==> config.mk <==
export PLATFORM = sky130hd
export DESIGN_NAME = autocorr_control
export DESIGN_NICKNAME = d
export VERILOG_FILES = /design/src/rtl/autocorr_control.sv
export SDC_FILE = /design/constraint.sdc
export NUM_CORES = 1
export LEC_CHECK = 0
export BUFFER_PORTS_ARGS = -buffer_cell sky130_fd_sc_hd__buf_2
export CAP_MARGIN = 20
export CORE_MARGIN = 8
export CORE_UTILIZATION = 61
export CTS_BUF_LIST = sky130_fd_sc_hd__clkbuf_8
export CTS_CLUSTER_SIZE = 10
export DETAILED_ROUTE_END_ITERATION = 7
export HOLD_SLACK_MARGIN = 0.03
export PLACE_DENSITY = 0.92
export SLEW_MARGIN = 20
export SYNTH_ARGS = -nofsm -noshare
export SYNTH_HDL_FRONTEND = slang
export SYNTH_SLANG_ARGS = --single-unit
==> constraint.sdc <==
create_clock -name clk -period 5.1 [get_ports clk]
set_clock_uncertainty 0.05 [all_clocks]
set_input_delay 0.255 -clock clk [delete_from_list [all_inputs] [get_ports clk]]
set_output_delay 0.255 -clock clk [all_outputs]
set_load 0.01 [all_outputs]
==> src/rtl/autocorr_control.sv <==
// Autocorrelation sequencer: walks lags k=0..ORDER, issuing sample-pair addresses
// to the dual-port RAM and gating the external MAC, then writes R[k].
module autocorr_control #(
  parameter int N_SAMPLES = 240,
  parameter int ORDER     = 10,
  parameter int AW        = 8,
  parameter int PIPE_LAT  = 2
) (
  input  logic          clk,
  input  logic          reset,
  input  logic          start,
  output logic          ready,
  output logic          done,
  output logic [AW-1:0] x_raddr_a,
  output logic [AW-1:0] x_raddr_b,
  output logic          acc_clr,
  output logic          acc_en,
  output logic [3:0]    r_waddr,
  output logic          r_wen
);

  localparam logic [2:0] S_IDLE  = 3'd0;
  localparam logic [2:0] S_CLEAR = 3'd1;
  localparam logic [2:0] S_ADDR  = 3'd2;
  localparam logic [2:0] S_DRAIN = 3'd3;
  localparam logic [2:0] S_WRITE = 3'd4;
  localparam logic [2:0] S_DONE  = 3'd5;

  localparam int            DW     = $clog2(PIPE_LAT + 1);
  localparam logic [AW-1:0] N_LAST = AW'(N_SAMPLES - 1);
  localparam logic [3:0]    K_LAST = 4'(ORDER);
  localparam logic [DW-1:0] D_LAST = DW'(PIPE_LAT - 1);

  logic [2:0]          state_q, state_d;
  logic [3:0]          k_q, k_d;
  logic [AW-1:0]       n_q, n_d;
  logic [DW-1:0]       drain_q, drain_d;
  logic [PIPE_LAT-1:0] pipe_q, pipe_d;
  logic                issue;

  assign issue = (state_q == S_ADDR);

  // Delay line mirroring the RAM read + multiplier latency; its tail is acc_en.
  always_comb begin
    pipe_d    = pipe_q << 1;
    pipe_d[0] = issue;
  end

  always_comb begin
    state_d = state_q;
    k_d     = k_q;
    n_d     = n_q;
    drain_d = drain_q;
    case (state_q)
      S_IDLE: begin
        if (start) begin
          state_d = S_CLEAR;
          k_d     = 4'd0;
        end
      end
      S_CLEAR: begin
        n_d     = AW'(k_q);
        drain_d = '0;
        state_d = S_ADDR;
      end
      S_ADDR: begin
        if (n_q == N_LAST) begin
          state_d = S_DRAIN;
        end else begin
          n_d = n_q + AW'(1);
        end
      end
      S_DRAIN: begin
        if (drain_q == D_LAST) begin
          state_d = S_WRITE;
        end else begin
          drain_d = drain_q + DW'(1);
        end
      end
      S_WRITE: begin
        if (k_q == K_LAST) begin
          state_d = S_DONE;
        end else begin
          k_d     = k_q + 4'd1;
          state_d = S_CLEAR;
        end
      end
      S_DONE:  state_d = S_IDLE;
      default: state_d = S_IDLE;
    endcase
  end

  always_ff @(posedge clk) begin
    if (!reset) begin
      state_q <= S_IDLE;
      k_q     <= '0;
      n_q     <= '0;
      drain_q <= '0;
      pipe_q  <= '0;
    end else begin
      state_q <= state_d;
      k_q     <= k_d;
      n_q     <= n_d;
      drain_q <= drain_d;
      pipe_q  <= pipe_d;
    end
  end

  always_comb begin
    ready     = (state_q == S_IDLE);
    done      = (state_q == S_DONE);
    acc_clr   = (state_q == S_CLEAR);
    acc_en    = pipe_q[PIPE_LAT-1];
    r_wen     = (state_q == S_WRITE);
    r_waddr   = (state_q == S_WRITE) ? k_q : 4'd0;
    x_raddr_a = issue ? n_q : '0;
    x_raddr_b = issue ? (n_q - AW'(k_q)) : '0;
  end

endmodule

**After elaboration in Yosys (flattened, before gate mapping)**

Cells that the tools add are included.

- Word-level logic and storage cells: 46
- Register bits after elaboration: 19
- Output and inout bits: 25

- Eq/ne operators: 14
- Add/sub/neg operators: 4
- Muxes and demuxes: 15
- Reduce and logical (&&, ||, !) cells: 8

Operators with widths:

| operator | count |
|---|---|
| 8-bit 2-to-1 mux | 3 |
| 8-bit case mux with 2 select lines | 1 |
| 3-bit case mux with 5 select lines | 1 |
| 3-bit 2-to-1 mux | 4 |
| 4-bit 2-to-1 mux | 3 |
| 2-bit != test (second input constant) | 5 |
| 8-bit by 1-bit adder with 8-bit output (second input constant) | 1 |
| 8-bit equality test (second input constant) | 1 |
| 4-bit case mux with 2 select lines | 1 |
| 8-bit by 4-bit subtractor with 8-bit output | 1 |
| 3-bit by 2-bit equality test with 1-bit output (second input constant) | 2 |
| 3-bit equality test (second input constant) | 2 |
| 3-bit AND reduction | 2 |
| 2-bit nonzero test | 3 |
| 4-bit by 1-bit adder with 4-bit output (second input constant) | 1 |
| 4-bit equality test (second input constant) | 1 |
| 2-bit case mux with 2 select lines | 1 |
| 2-bit AND reduction | 2 |
| 3-bit by 1-bit equality test with 1-bit output (second input constant) | 1 |
| 3-bit zero test | 1 |
| 2-bit by 1-bit adder with 2-bit output (second input constant) | 1 |
| 2-bit by 1-bit equality test with 1-bit output (second input constant) | 1 |
| 2-bit 2-to-1 mux | 1 |
| 2-bit by 1-bit != test with 1-bit output (second input constant) | 1 |

**Depth between registers and ports, before layout**

Gate-level depths: netlist (run 1).

- Depth in word-level cells: 3
- Gate-level depth with buffers: 8
- Gate-level depth less buffers: 8

**Worst setup path before layout (run 1)**

Ideal clock, no wire load.

- Path type: reg-to-output
- Start: register k_q[1]
- End: output x_raddr_b[5]
- Arrival time: 1.807 ns
- Slack: 2.988 ns
- Path buffers: 0
- Cell stages (with the launch flop): 7
- Path through: dfxtp_1 inv_1 ha_1 nor2b_1 o31a_1 or4_1 a21oi_1

- Longest elaborated chain between the ends: 2

Ends and longest elaborated chain:

| what | line | RTL |
|---|---|---|
| start, declared | 35 | `logic [3:0] k_q, k_d;` |
| start signal, assigned | 102 | `k_q <= k_d;` |
| 8-bit by 4-bit subtractor with 8-bit output | 117 | `x_raddr_b = issue ? (n_q - AW'(k_q)) : '0;` |
| 8-bit 2-to-1 mux | 117 |  |
| end, declared | 15 | `output logic [AW-1:0] x_raddr_b,` |

No other way between the ends.

**Final worst setup path (run 1)**

- Start: register k_q[1]
- End: output x_raddr_b[7]

The elaborated chain is that of the path after synthesis.

==> impl_metrics.ini, run 1 <==
[global_routing]
track_usage = 0.171
grt_pass1_wl_mm = 5.91
grt_pass1_vias = 1338
overflow = 0
antenna_found_initial = 0
grt_max_degree = 18

[cts]
cts_setup_buffers = 0
numCtsBuffers = 3
holdBufCountCts = 0
cts_tree = yes
clock_latency_ns = 0.25
clock-sinks = 19
clk_path_buf_depth = 2
clkTransAtPathRegs_ns = 0.07
cts.htree.levels = 1
cts_resized = 0
ctsRootBufferMaster = clkbuf_8

[critical_path]
crit-reg2reg-launch = state_q[1]
r2r_slack_ns = 2.95
arrival_ns = 2.26
path_cells = inv_1, ha_1, nor2b_1, o31a_1, or4_1, a21oi_1, buf_2
cpMaxStageDelayCell = dfxtp_1
critical-path-max-stage-delay_ns = 0.44
regToRegEndpoint = n_q[7]
start_kind = flop
cp_max_fo = 7
end_kind = output pin
r2r_cells = 3
crit_required_ns = 4.80
crit_type = reg -> out

[power_and_ir_drop]
p_switching_uw = 83.9
p_leak_nw = 0.637
power_uw = 303
vdd_ir_drop_max_mv = 0.232
p_int_uw = 219
switching_share = 0.277
pwr-share-comb = 0.130
clock_power_share = 0.340
seq_power_share = 0.530
powerDensity_nw_per_um2 = 192

[sta]
slew_headroom = 0.539
hold_slack_ns = 0.256
report.final.slew_viol_count = 0
rsz0062_at_grt = no
finalCritPeriodShare = 0.504
fmax_ghz = 0.389
hold_viol = 0
fin_tns_setup_ns = 0
min_period_ns = 2.57
worstMarginPinSlew_ns = 0.685
report.final.setup_viol = 0

[synthesis]
async_reset_ff_frac = 0
synth_area_sq_um = 1400
ys_ff_latch = 19
synth-seq-area-share = 0.272
ys_types = 50
synth_edf_count = 0
synth_warnings = 0
syn_avg_cell_area_sq_um = 8.02
syn_nets = 187
synthFlopType = dfxtp_1
synth_cells = 174

[hold_path]
min_to = state_q[0]
min_path_type = in -> reg
hold_path_depth = 2
hp-start = reset

[drt]
wl_mm = 3.58
wl_per_cell_um = 16.1
drt-pass1-iter-count = 4
vias_per_cell = 6.35
drc_errors = 0
antenna_left = 0
vias = 1417
drt-initial-drc-count = 73

[placed_design]
numPortBuffers = 27
placed_cells_incl_taps = 219
place_hpwl_mm = 2.69
routabilityCongestion = 0.915

[die]
ios = 28
num_rows = 17
dieArea_sq_um = 4080
fp.coreArea_sq_um = 2190
initial_core_util = 0.637
die_w_um = 63.8
die_h_um = 63.8

[layout]
syn_to_final_growth_pct = 12.9
antenna_cells = 0
finalNetCount = 209
drive_above_1_share = 0.179
stdcell_count = 223

[outcome]
status = finished, final reports clean

[job]
timing.max_cap.violations = 0
-- synth_stat cells (2+ instances only) --
cell type  number  area [sq um]
a21o_1          2          15.0
a21oi_1        15          75.1
and2_1         15          93.8
and3_1          2          12.5
and3b_1         2          17.5
clkbuf_1       10          37.5
dfxtp_1        19           380
ha_1            9           113
inv_1           8          30.0
mux2i_1         2          20.0
nand2_1         5          18.8
nand2b_1        3          18.8
nand3_1         8          40.0
nand4_1         4          25.0
nor2_1         14          52.6
nor2b_1         2          12.5
nor3_1          2          10.0
nor3b_1         3          22.5
o21ai_0         5          25.0
o22ai_1         2          12.5
o31ai_1         5          37.5
or3_1           3          18.8
or3b_1          2          17.5
or4_1           4          30.0
xnor2_1         3          26.3
-- layer usage --
metal  GRT usage  wire length (um)
met3      0.0348               242
met5           0                 0
met2       0.294              1810
met1       0.183              1400
met4       0.120               131
-- how the worst max path moves through the flow --
stage	from	to	cells past startpoint
finish	k_q[1]	x_raddr_b[7]	7
global route	k_q[1]	x_raddr_b[5]	7
CTS	k_q[1]	x_raddr_b[7]	7
detailed placement	k_q[1]	x_raddr_b[7]	7
global placement	k_q[1]	x_raddr_b[5]	7
floorplan	k_q[1]	x_raddr_b[5]	6
-- registers in the layout, summed over array words and instances (netlist names) --
| signal | cells |
|---|---|
| drain_q | 2 |
| k_q | 4 |
| n_q | 8 |
| pipe_q | 2 |
| state_q | 3 |
-- critical path: cells and delay by family (launching register included) --
kind                     cells  cell delay, ns
AND/OR/NAND/NOR              2            0.56
flip-flops                   1            0.44
AO/OA/AOI/OAI                2            0.44
adder cells (fa/ha/maj)      1            0.30
buffers and inverters        2            0.28
-- placed cells by master (no fill, tap or decap), drive strengths merged, types with 3 or more instances in the layout --
| cell type | synthesis | routed |
|---|---|---|
| buf | 1 | 28 |
| dfxtp | 19 | 19 |
| a21oi | 15 | 15 |
| and2 | 15 | 15 |
| nor2 | 14 | 14 |
| inv | 9 | 10 |
| ha | 9 | 9 |
| nand3 | 8 | 8 |
| o31ai | 5 | 5 |
| o21ai | 5 | 5 |
| nand2 | 5 | 5 |
| or4 | 4 | 4 |
| nand4 | 4 | 4 |
| nor3b | 4 | 4 |
| or3 | 3 | 3 |
| xnor2 | 3 | 3 |
| nand2b | 3 | 3 |
| clkbuf | 10 | 3 |
-- metrics by stage --
stage | setup WS [ns] | utilization | instance area (sq um)
finish | 2.53 | 0.720 | 1580
global route | 2.39 | 0.720 | 1580
CTS | 2.54 | 0.720 | 1580
detailed placement | 2.83 | 0.699 | 1530
global placement | 2.89 | 0.699 | 1530
floorplan | 2.99 | - | 1400
-- cell families after synthesis --
| group | after synthesis | share of synthesized area |
|---|---|---|
| xor gates and xnor gates | 3 | 0.0188 |
| muxes | 3 | 0.0224 |
| buffers and inverters | 20 | 0.0547 |
| DFF | 19 | 0.272 |
| adders and majority gates | 10 | 0.0950 |
| AOI/OAI and AO/OA | 43 | 0.214 |
| and+or+nand+nor | 76 | 0.323 |
-- layout make-up --
| class | count | area [sq um] |
|---|---|---|
| fillers | 175 | 614 |
| multi-input cells | 135 | 940 |
| repair buffers | 28 | 143 |
| clock inverters | 1 | 3.75 |
| clock buffers | 3 | 41.3 |
| flip-flops and latches | 19 | 380 |
| well taps | 28 | 35.0 |
| inverters | 9 | 33.8 |
-- power by group through the flow --
| stage | sequential, mW | combinational (mW) | clock, mW |
|---|---|---|---|
| finish | 0.160 | 0.0393 | 0.103 |
| detailed placement | 0.164 | 0.0386 | 0 |
| global route | 0.161 | 0.0432 | 0.109 |
| floorplan | 0.159 | 0.0316 | 0 |
| CTS | 0.160 | 0.0390 | 0.104 |
| global placement | 0.163 | 0.0369 | 0 |
(Power assumes the default switching activity.)
==> run 2, diff against run 1 <==
- CORE_UTILIZATION: 61 -> 51
- PLACE_DENSITY: 0.92 -> 0.83
- clock period: 5.1 -> 2.2 ns (I/O delays scaled with it)
==> run 2 against run 1 <==
  * Via count down 0.78%
  * Sequential cell count unchanged
  * Count of clock-buffer cells in the layout stayed put
  * Critical path type unchanged
==> impl_metrics.ini, run 2 (same netlist as run 1, synthesis figures left out) <==
[critical_path]
path_cells = inv_2, ha_4, or3_4, or4_1, a21oi_1, buf_2
end_kind = output pin
crit_family = simple AND/OR/NAND/NOR gates
start_kind = flop
cpMaxStageDelayCell = or4_1
cp_max_fo = 4
critical-path-max-stage-delay_ns = 0.48
cp.buffers_inverters = 2
arrival_ns = 1.98
crit_required_ns = 2.04
crit_type = reg -> out

[sta]
fin_tns_setup_ns = 0
rsz0062_at_grt = yes
min_period_ns = 2.14
fmax_ghz = 0.466
report.final.setup_viol = 0
report.final.slew_viol_count = 0
slew_headroom = 0.679
worstMarginPinSlew_ns = 0.479
finalCritPeriodShare = 0.975
hold_viol = 0

[drt]
drt-initial-drc-count = 92
wl_per_cell_um = 15.5
drc_errors = 0
vias = 1406
highest_layer = met4
antenna_left = 0
vias_per_cell = 5.83
drt-pass1-iter-count = 4
wl_met3_um = 261
drt-met1-wl_mm = 1.69
wl_met2_mm = 1.73
wl_mm = 3.74

[die]
initial_core_util = 0.520
num_rows = 19
ios = 28
dieArea_sq_um = 4670
die_w_um = 68.3
die_h_um = 68.3
fp.coreArea_sq_um = 2690

[cts]
cts.htree.levels = 1
ctsRootBufferMaster = clkbuf_8
clock-sinks = 19
clkTransAtPathRegs_ns = 0.07
clk_path_buf_depth = 2
numCtsBuffers = 3
clock_latency_ns = 0.26
cts_tree = yes
holdBufCountCts = 0

[global_routing]
grt_max_degree = 16
grt_pass1_vias = 1316
antenna_found_initial = 0
overflow = 0
grt_pass1_wl_mm = 6.00
track_usage = 0.162

[layout]
syn_to_final_growth_pct = 26.8
final_common_cell = buf_2
largest_reg_flops = 8
largest-register = n_q
antenna_cells = 0
regArea_sq_um = 388
fill_cells = 239
drive_above_1_share = 0.324
reg_top3 = n_q: 8 flops, k_q: 4 flops, state_q: 3 flops
multi_input_area_sq_um = 1010
finalNetCount = 224
final_cell_mix = 27 x buf_2, 16 x buf_4, 15 x and2_1, 15 x dfxtp_1, 14 x nor2_1
stdcell_count = 241

[job]
timing.max_cap.violations = 0

[placed_design]
place_hpwl_mm = 2.61
placed_cells_incl_taps = 234
numPortBuffers = 27
routabilityCongestion = 0.883

[power_and_ir_drop]
vdd_ir_drop_max_mv = 0.325
clock_power_share = 0.345
p_switching_uw = 205
powerDensity_nw_per_um2 = 408
p_leak_nw = 0.730
switching_share = 0.285
pwr-share-comb = 0.156
seq_power_share = 0.499
p_int_uw = 516

[outcome]
status = finished, final reports clean

[hold_path]
min_path_type = in -> reg
## run 2: power groups by stage
stage	logic [mW]	clock network, mW	registers, mW
floorplan	0.0733	0	0.369
global placement	0.109	0	0.368
detailed placement	0.110	0	0.369
CTS	0.111	0.250	0.361
global route	0.124	0.271	0.362
finish	0.112	0.249	0.360
## run 2: area by class of cell
class / count / share of cell area
Clock buffer: 3 / 0.0233
Clock inverter: 1 / 0.00212
Inverter: 9 / 0.0205
Multi-Input combinational cell: 135 / 0.569
Sequential cell: 19 / 0.219
Tap cell: 31 / 0.0219
Timing Repair Buffer: 43 / 0.144
## run 2: final timing paths
check,end,cells past startpoint,slack [ns],from
worst max register to register,n_q[0],6,0.30,n_q[1]
worst max-delay path,x_raddr_b[7],6,0.06,k_q[3]
worst min-delay path,state_q[0],2,0.11,reset
worst min register to register,pipe_q[1],1,0.39,pipe_q[0]
## run 2: worst register-to-register path, cell delays in order, from the launching register on
cell     delay (ns)
dfxtp_1        0.39
buf_4          0.19
ha_1           0.20
nand3_1        0.17
or3_1          0.43
a21oi_1        0.23
o41ai_1        0.11
## run 2: metal layers
layer	global-route usage	up-vias
met2	0.265	52
met4	0.0818	0
met5	0	-
li1	-	709
met3	0.0196	5
met1	0.205	640
## run 2: through the flow
| stage | setup WS [ns] | hold slack, ns | area (sq um) | utilization | power (mW) |
|---|---|---|---|---|---|
| floorplan | 0.233 | 0.182 | 1400 | - | 0.442 |
| global placement | 0.213 | 0.374 | 1630 | 0.605 | 0.477 |
| detailed placement | 0.198 | 0.380 | 1630 | 0.605 | 0.479 |
| CTS | 0.000462 | 0.112 | 1730 | 0.642 | 0.722 |
| global route | -0.0362 | 0.116 | 1770 | 0.659 | 0.757 |
| finish | 0.0555 | 0.111 | 1770 | 0.659 | 0.722 |
## run 2: repair_timing
action,in CTS,in global routing
gates resized for setup,10,12
setup buffers,3,0
setup endpoints to repair,4,4
pin swaps,3,1
endpoints found under the hold margin,0,0
==> run 3, diff against run 2 <==
- GPL_TIMING_DRIVEN: unset -> 0
==> run 3 against run 2 <==
  * Fmax decreased by 1.1%
  * Utilization increased by 0.75 points
  * Wire length about the same
  * Via count increased by 1.5%
  * Non-clock buffer count up 2
  * Sequential share of layout area is 0.66 points higher
  * Die area unchanged
  * Worst hold slack better by 0.0044 ns
  * Largest cell class unchanged
  * Highest routed layer unchanged
==> impl_metrics.ini, run 3 (same netlist as run 1, synthesis figures left out) <==
[critical_path]
endpoint = x_raddr_b[7]
cpMaxStageDelayCell = or4_4
crit_type = reg -> out
arrival_ns = 2.01
crit_family = compound AO/OA/AOI/OAI gates
start_kind = flop
path_cells = inv_2, ha_4, o21a_1, o31a_1, or4_4, a21oi_2, buf_2
startpoint = k_q[2]
crit_required_ns = 2.04
r2r_cells = 6
cp_max_fo = 6
regToRegEndpoint = n_q[7]
critical-path-max-stage-delay_ns = 0.43
crit-reg2reg-launch = n_q[1]
worst-path-stages = 7
r2r_slack_ns = 0.25
cp.buffers_inverters = 2
end_kind = output pin

[placed_design]
place_hpwl_mm = 2.47
numPortBuffers = 27
routabilityCongestion = 0.844
placed_area_sq_um = 1570
placed_cells_incl_taps = 232

[global_routing]
grt_max_degree = 11
antenna_found_initial = 0
grt_pass1_wl_mm = 5.92
track_usage = 0.161
grt_pass1_vias = 1332
overflow = 0

[sta]
fin_tns_setup_ns = 0
min_period_ns = 2.17
report.final.slew_viol_count = 0
fmax_ghz = 0.461
rsz0062_at_grt = yes
hold_viol = 0
worstMarginPinSlew_ns = 0.667
report.final.setup_viol = 0
slew_headroom = 0.552
finalCritPeriodShare = 0.986
hold_slack_ns = 0.116

[die]
die_h_um = 68.3
ios = 28
dieArea_sq_um = 4670
num_rows = 19
fp.coreArea_sq_um = 2690
initial_core_util = 0.520
die_w_um = 68.3

[layout]
largest-register = n_q
reg_top3 = n_q: 8 flops, k_q: 4 flops, state_q: 3 flops
finalNetCount = 226
final_cell_area_sq_um = 1790
stdcell_count = 243
largest_reg_flops = 8
final_cell_mix = 28 x buf_2, 15 x and2_1, 14 x nor2_1, 12 x dfxtp_1, 11 x a21oi_1
antenna_cells = 0
final_common_cell = buf_2
drive_above_1_share = 0.325
syn_to_final_growth_pct = 28.2

[drt]
wl_met3_um = 188
vias_per_cell = 5.87
vias = 1427
highest_layer = met4
wl_mm = 3.74
drt-met1-wl_mm = 1.71
wl_per_cell_um = 15.4
antenna_left = 0
drt-pass1-iter-count = 4
drc_errors = 0
drt-initial-drc-count = 74
wl_met2_mm = 1.76

[power_and_ir_drop]
vdd_ir_drop_max_mv = 0.381
p_leak_nw = 0.710
powerDensity_nw_per_um2 = 392

[cts]
clock_latency_ns = 0.26
cts_tree = yes
ctsRootBufferMaster = clkbuf_8
cts.htree.levels = 1
holdBufCountCts = 0
clk_path_buf_depth = 2
clock-sinks = 19
clkTransAtPathRegs_ns = 0.07
numCtsBuffers = 3

[outcome]
status = finished, final reports clean

[job]
timing.max_cap.violations = 0

[hold_path]
min_path_type = in -> reg
-- run 3: cell types whose count changed in the layout (fill, tap and decap cells not counted), sizes merged --
cell	before	now
clkbuf	3	12
buf	43	36
-- run 3: through the flow --
stage / worst slack, ns / utilization / power (mW)
3_5_place_dp: 0.0268 / 0.585 / 0.472
2_1_floorplan: 0.233 / - / 0.442
6_report: 0.0318 / 0.667 / 0.702
3_3_place_gp: 0.0566 / 0.585 / 0.469
4_1_cts: -0.0333 / 0.639 / 0.704
5_1_grt: -0.0481 / 0.667 / 0.746
-- run 3: where the power goes --
group	switching (mW)	internal [mW]	leakage, nW	total [mW]
registers	0.0109	0.345	0.159	0.356
logic	0.0706	0.0362	0.524	0.107
clock network	0.115	0.124	0.0269	0.240
total	0.197	0.505	0.710	0.702
-- run 3: how the worst min path moves through the flow --
stage	startpoint	cells past startpoint	to	slack [ns]
after detailed placement	reset	2	state_q[0]	0.38
after floorplan	reset	1	k_q[1]	0.18
after CTS	reset	2	state_q[0]	0.11
final	reset	2	state_q[0]	0.12
after global routing	reset	2	state_q[0]	0.11
after global placement	reset	2	state_q[0]	0.38
-- run 3: timing repair --
item	in CTS	in global routing
setup buffers	4	4
endpoints found under the setup margin	4	4
pin swaps	4	8
endpoints found under the hold margin	0	0
gates resized for setup	20	16
-- run 3: metal layers --
metal | vias to the layer above | track usage
met4 | 0 | 0.0742
li1 | 716 | -
met5 | - | 0
met2 | 37 | 0.275
met1 | 663 | 0.195
met3 | 11 | 0.0196
-- run 3: layout make-up --
cell class	instances	area [sq um]
plain buffers	10	38.8
clock buffers	3	41.3
clock inverters	1	3.75
fillers	237	896
inverters	9	38.8
multi-input cells	135	1030
flip-flops and latches	19	404
well taps	31	38.8
repair buffers	35	195
